<file path="config.mk">
export PLATFORM = sky130hd
export DESIGN_NAME = decode_stage
export DESIGN_NICKNAME = d
export VERILOG_FILES = /design/src/rtl/decode_stage.sv
export SDC_FILE = /design/constraint.sdc
export NUM_CORES = 2
export LEC_CHECK = 0
export BUFFER_PORTS_ARGS = -buffer_cell sky130_fd_sc_hd__buf_2
export CORE_MARGIN = 5
export CORE_UTILIZATION = 58
export CTS_BUF_LIST = sky130_fd_sc_hd__clkbuf_16
export CTS_CLUSTER_DIAMETER = 120
export DETAILED_ROUTE_END_ITERATION = 6
export MAX_ROUTING_LAYER = met4
export PLACE_DENSITY = 0.76
export SLEW_MARGIN = 20
export SYNTH_ARGS = -nofsm -noshare
export SYNTH_HDL_FRONTEND = slang
export SYNTH_SLANG_ARGS = --single-unit
</file>
<file path="constraint.sdc">
create_clock -name clk -period 5.7 [get_ports clk]
set_input_delay 0.855 -clock clk [delete_from_list [all_inputs] [get_ports clk]]
set_output_delay 0.855 -clock clk [all_outputs]
set_load 0.02 [all_outputs]
</file>
<file path="src/rtl/decode_stage.sv">
// Decode stage: IF/ID register, 32x32 register file with write-through bypass, immediate extend, load-use detect.
// Latency: one cycle from fetch inputs to outputs; register-file reads are combinational off the IF/ID register.
// Backpressure: stall_in or a load-use hazard holds IF/ID (hazard also bubbles execute); flush_in squashes and wins over stalls.
module decode_stage #(
   parameter int                  W_BUNDLE   = 24,
   parameter logic [31:0]         RESET_PC   = 32'h0040_0000,
   parameter logic [31:0]         NOP_INSTR  = 32'h3400_0000,
   parameter logic [W_BUNDLE-1:0] NOP_BUNDLE = 24'h0E2531
) (
   input  logic                clk,
   input  logic                reset,
   input  logic [31:0]         instruction_in,
   input  logic [W_BUNDLE-1:0] bundle_in,
   input  logic [31:0]         pc_seq_in,
   input  logic                stall_in,
   input  logic                flush_in,
   input  logic                wb_we_in,
   input  logic [4:0]          wb_addr_in,
   input  logic [31:0]         wb_data_in,
   input  logic                ex_load_in,
   input  logic [4:0]          ex_dest_in,
   output logic [31:0]         instruction_out,
   output logic [W_BUNDLE-1:0] bundle_out,
   output logic [31:0]         pc_seq_out,
   output logic [31:0]         rs_data_out,
   output logic [31:0]         rt_data_out,
   output logic [31:0]         imm_out,
   output logic                hazard_stall_out,
   output logic                valid_out
);

   logic [31:0]         instr_q;
   logic [W_BUNDLE-1:0] bundle_q;
   logic [31:0]         pc_seq_q;
   logic                valid_q;
   logic [31:0]         rf [32];

   logic [5:0] opcode;
   logic [4:0] rs_addr;
   logic [4:0] rt_addr;
   logic       uses_rt;
   logic       hazard;

   assign opcode  = instr_q[31:26];
   assign rs_addr = instr_q[25:21];
   assign rt_addr = instr_q[20:16];

   // IF/ID register: reset, then flush (squash), then hold on any stall, else load from fetch
   always_ff @(posedge clk) begin
      if (reset) begin
         instr_q  <= NOP_INSTR;
         bundle_q <= NOP_BUNDLE;
         pc_seq_q <= RESET_PC;
         valid_q  <= 1'b0;
      end else if (flush_in) begin
         instr_q  <= NOP_INSTR;
         bundle_q <= NOP_BUNDLE;
         valid_q  <= 1'b0;
      end else if (!(stall_in || hazard)) begin
         instr_q  <= instruction_in;
         bundle_q <= bundle_in;
         pc_seq_q <= pc_seq_in;
         valid_q  <= 1'b1;
      end
   end

   // Register file write port; $0 is never written so it always reads back zero
   always_ff @(posedge clk) begin
      if (reset) begin
         for (int i = 0; i < 32; i++) begin
            rf[i] <= '0;
         end
      end else if (wb_we_in && (wb_addr_in != 5'd0)) begin
         rf[wb_addr_in] <= wb_data_in;
      end
   end

   // Read ports with same-cycle bypass of the writeback value
   always_comb begin
      rs_data_out = '0;
      rt_data_out = '0;
      if (rs_addr != 5'd0) begin
         if (wb_we_in && (wb_addr_in == rs_addr)) rs_data_out = wb_data_in;
         else                                     rs_data_out = rf[rs_addr];
      end
      if (rt_addr != 5'd0) begin
         if (wb_we_in && (wb_addr_in == rt_addr)) rt_data_out = wb_data_in;
         else                                     rt_data_out = rf[rt_addr];
      end
   end

   // Load-use detection: rt only counts for R-type, branches and stores
   always_comb begin
      uses_rt = 1'b0;
      case (opcode)
         6'h00, 6'h04, 6'h05, 6'h28, 6'h29, 6'h2B: uses_rt = 1'b1;
         default:                                  uses_rt = 1'b0;
      endcase
      hazard = ex_load_in && valid_q && (ex_dest_in != 5'd0) &&
               ((ex_dest_in == rs_addr) || (uses_rt && (ex_dest_in == rt_addr)));
   end

   // Execute-facing outputs: a hazard replaces the held instruction with a bubble
   always_comb begin
      instruction_out  = hazard ? NOP_INSTR : instr_q;
      bundle_out       = hazard ? NOP_BUNDLE : bundle_q;
      pc_seq_out       = pc_seq_q;
      valid_out        = valid_q;
      hazard_stall_out = hazard;
      imm_out          = bundle_q[19] ? {16'h0000, instr_q[15:0]}
                                      : {{16{instr_q[15]}}, instr_q[15:0]};
   end

endmodule

</file>
==> impl_results.md <==
* Status: complete, but fails checks
* Failing checks: DRC
* Gp weighted congestion at just over 0.9
* Layout cells sized above 1 at 21.2%
* Maximum net fanout on the critical path at 39
* Worst Setup Path Type: register to primary output
* Yosys warning count at 0
* Cts repair resizes at 0
* First-pass GRT wire length at 309000 um
* Commonest non-fill, non-tap cells in the layout: and2_1, edfxtp_1, mux2i_1, buf_2, mux4_2
* Synthesized area at about 61000 sq um
* RR Startpoint: instr_q[16]$_SDFFE_PP0N_
* Pins over their slew limit at 0
* H-tree depth at 3
* Top_reg_cell synth: edfxtp_1
* Avg WL per Cell at 35.0 um
* Fmax at 189 MHz
* Final critical-path share of the clock period at 92.6%
* Setup WS pre-CTS at 1.26 ns
* RSZ-0062 raised after global routing: false
* Clock share of power at 38.8%
* Worst skew pair latency at 0.72 ns
* HPWL after detailed placement at 127000 um
* Area grow syn2layout at 10.4%
* Core Footprint at 104000 sq um
* Hold buffers post-CTS at 0
* Seq/Total Area, Yosys at 53.8%
* NumNets Final at 4869
* Min cycle time layout at between 5 and 6 ns
* Root Driver: clkbuf_16
* First-pass detailed-route iteration total at 7
* Async set-reset flop share out of synthesis at 0%
* Row Count at 118
* Final setup margin at 0.422 ns
* Worst Hold Slack at a little under 0.4 ns
* Cells after Synth at about 4600
* Die span in x at 334 um
* Worst Hold Class: input pin to register
* Total wire length at 219000 um
* Worst-path clk slew at 0.06 ns
* R2R depth at 9
* DRT iter0 DRCs at 7895
* Reg-to-reg endpoint: pc_seq_out[18]$_SDFFE_PP0P_
* Synth Area per Inst at around 13 sq um
* Max Buffers Root-to-Sink at 3
* Largest net degree at the start of global routing at 79
* DIE HEIGHT at about 330 um
* Number of synthesized register bits at 1123
* Clock Sink Count at 1123
* Max-Cap Viols at 0
* Io pins at 322
* Final Core Density at between 60% and 70%
* CTS buffer count at 119
* EDFF count, synth at 1024
* Commonest non-fill, non-tap cell in the layout: and2_1
* Initial Utilization at roughly three fifths
* CTS tree: built
* R2R setup slack at approximately 2.3 ns
* Cell variety after synth at 63
* Worst Tran Pin Value at 1.28 ns
* Final TNS setup at 0 ns
* Hold endpoint: bundle_q[13]$_SDFFE_PP1N_
* Combinational fraction of design power at 11.2%
* # DRC at 3
* Setup Skew at 0.0337 ns
* Hold path depth at 3
* Sequential share of power at 50.1%
* Final setup vio count at 0
* Die area at 111000 sq um
* Crit path arrival time at 4.42 ns
* PD cells at 289 nW/um^2
* Vias in the first global route at 44400
* Min-delay src: bundle_in[13]
* Final Hold Fails at 0
* Switching share of power at between 20% and 30%
* Via/cell ratio at roughly 7.2
* Total vias in the final route at 45000
* Max-Slew Margin vs Limit at 14.4%
* ANT nets after route at 0
* Internal at around 14 mW
* Sw Pwr at 5.00 mW
* Leak at 23.1 nW
* Total gr overflow at 0
* PortBufs at 321
* Total track usage at 39.3%
* Type of origin of the critical path: register
* Initial antenna violation count at 28
* Crit. End Element: primary output
* Max VDD drop at 0.255 mV
* Setup Buffers After CTS at 0
* Required @ worst endpoint at 4.85 ns
==> cell type report <==
class	instances	area, sq um
fillers	7519	36600
flip-flops and latches	1123	32800
multi-input cells	3004	25800
clock buffers	123	3080
repair buffers	477	3020
well taps	1380	1730
clock inverters	96	624
diodes	33	82.6
inverters	8	31.3
==> synth_stat cells (all sizes together), types with 11 or more instances <==
cell type | n | area, sq um
a21o | 23 | 173
a21oi | 90 | 450
a221o | 51 | 510
a221oi | 191 | 1720
a22o | 14 | 123
a22oi | 73 | 548
a31oi | 22 | 138
and2 | 1038 | 6490
buf | 181 | 1490
clkbuf | 321 | 1210
dfxtp | 99 | 1980
edfxtp | 1024 | 30700
mux2i | 528 | 5290
mux4 | 274 | 6200
nand2 | 67 | 251
nand2b | 92 | 576
nand3 | 94 | 470
nor2 | 82 | 310
nor3 | 17 | 96.4
o21ai | 153 | 766
o311a | 11 | 110
o31ai | 11 | 82.6
or2 | 52 | 325
xor2 | 14 | 123
==> metal layers <==
metal / track usage, % / part of all wire, % / up-vias
li1: - / - / 17700
met1: 48.5 / 33 / 21900
met2: 57.1 / 44 / 4299
met3: 12.3 / 16 / 1095
met4: 23.8 / 7.9 / 0
met5: - / 0 / -
==> state kept, by name, summed over array words and instances (netlist names), named ones only <==
signal and flops:
pc_seq_out 32, rf 1024, instr_q 32, bundle_q 24
valid_out 1
==> metrics by stage <==
step,instance area [sq um],power (mW),instances
floorplan,61000,11.0,4639
global placement,63400,11.9,5992
detailed placement,63400,11.9,5992
CTS,67100,19.3,6211
global route,67100,19.8,6235
finish,67200,19.4,6244
==> power groups by stage <==
stage	logic, mW	registers, mW	clock network, mW
2_1_floorplan	1.29	9.75	0
3_3_place_gp	2.06	9.81	0
3_5_place_dp	2.08	9.85	0
4_1_cts	2.09	9.68	7.50
5_1_grt	2.22	9.73	7.85
6_report	2.16	9.70	7.51
==> critical path: stages (launching register included) <==
cell	delay, ns
dfxtp_4	0.59
inv_2	0.70
nand2_1	0.80
a221oi_1	0.52
a22oi_1	0.16
a31oi_1	0.60
a21o_1	0.13
buf_2	0.16
==> how the worst max path moves through the flow <==
stage / start / endpoint / slack, ns / depth (start not counted)
after CTS: register / rt_data_out[15] / 0.57 / 7
after floorplan: wb_addr_in[3] / rs_data_out[30] / 2.38 / 7
final: register / rt_data_out[15] / 0.42 / 7
after detailed placement: wb_addr_in[3] / rt_data_out[16] / 1.26 / 8
after global routing: register / rt_data_out[15] / 0.49 / 7
after global placement: wb_addr_in[3] / rt_data_out[9] / 1.23 / 9
==> cells by family (layout without fill, tap and decap cells) <==
family | Yosys count | in the layout | share of synthesized area [%]
simple gates | 1459 | 1459 | 14.2
flops | 1123 | 1123 | 53.8
mux | 802 | 802 | 18.9
compound gates | 691 | 691 | 8.32
buf+inv | 512 | 704 | 4.51
xor+xnor | 20 | 20 | 0.288
other cells | 1 | 65 | 0.00616
Note: power is estimated with default switching activity, not from simulation.
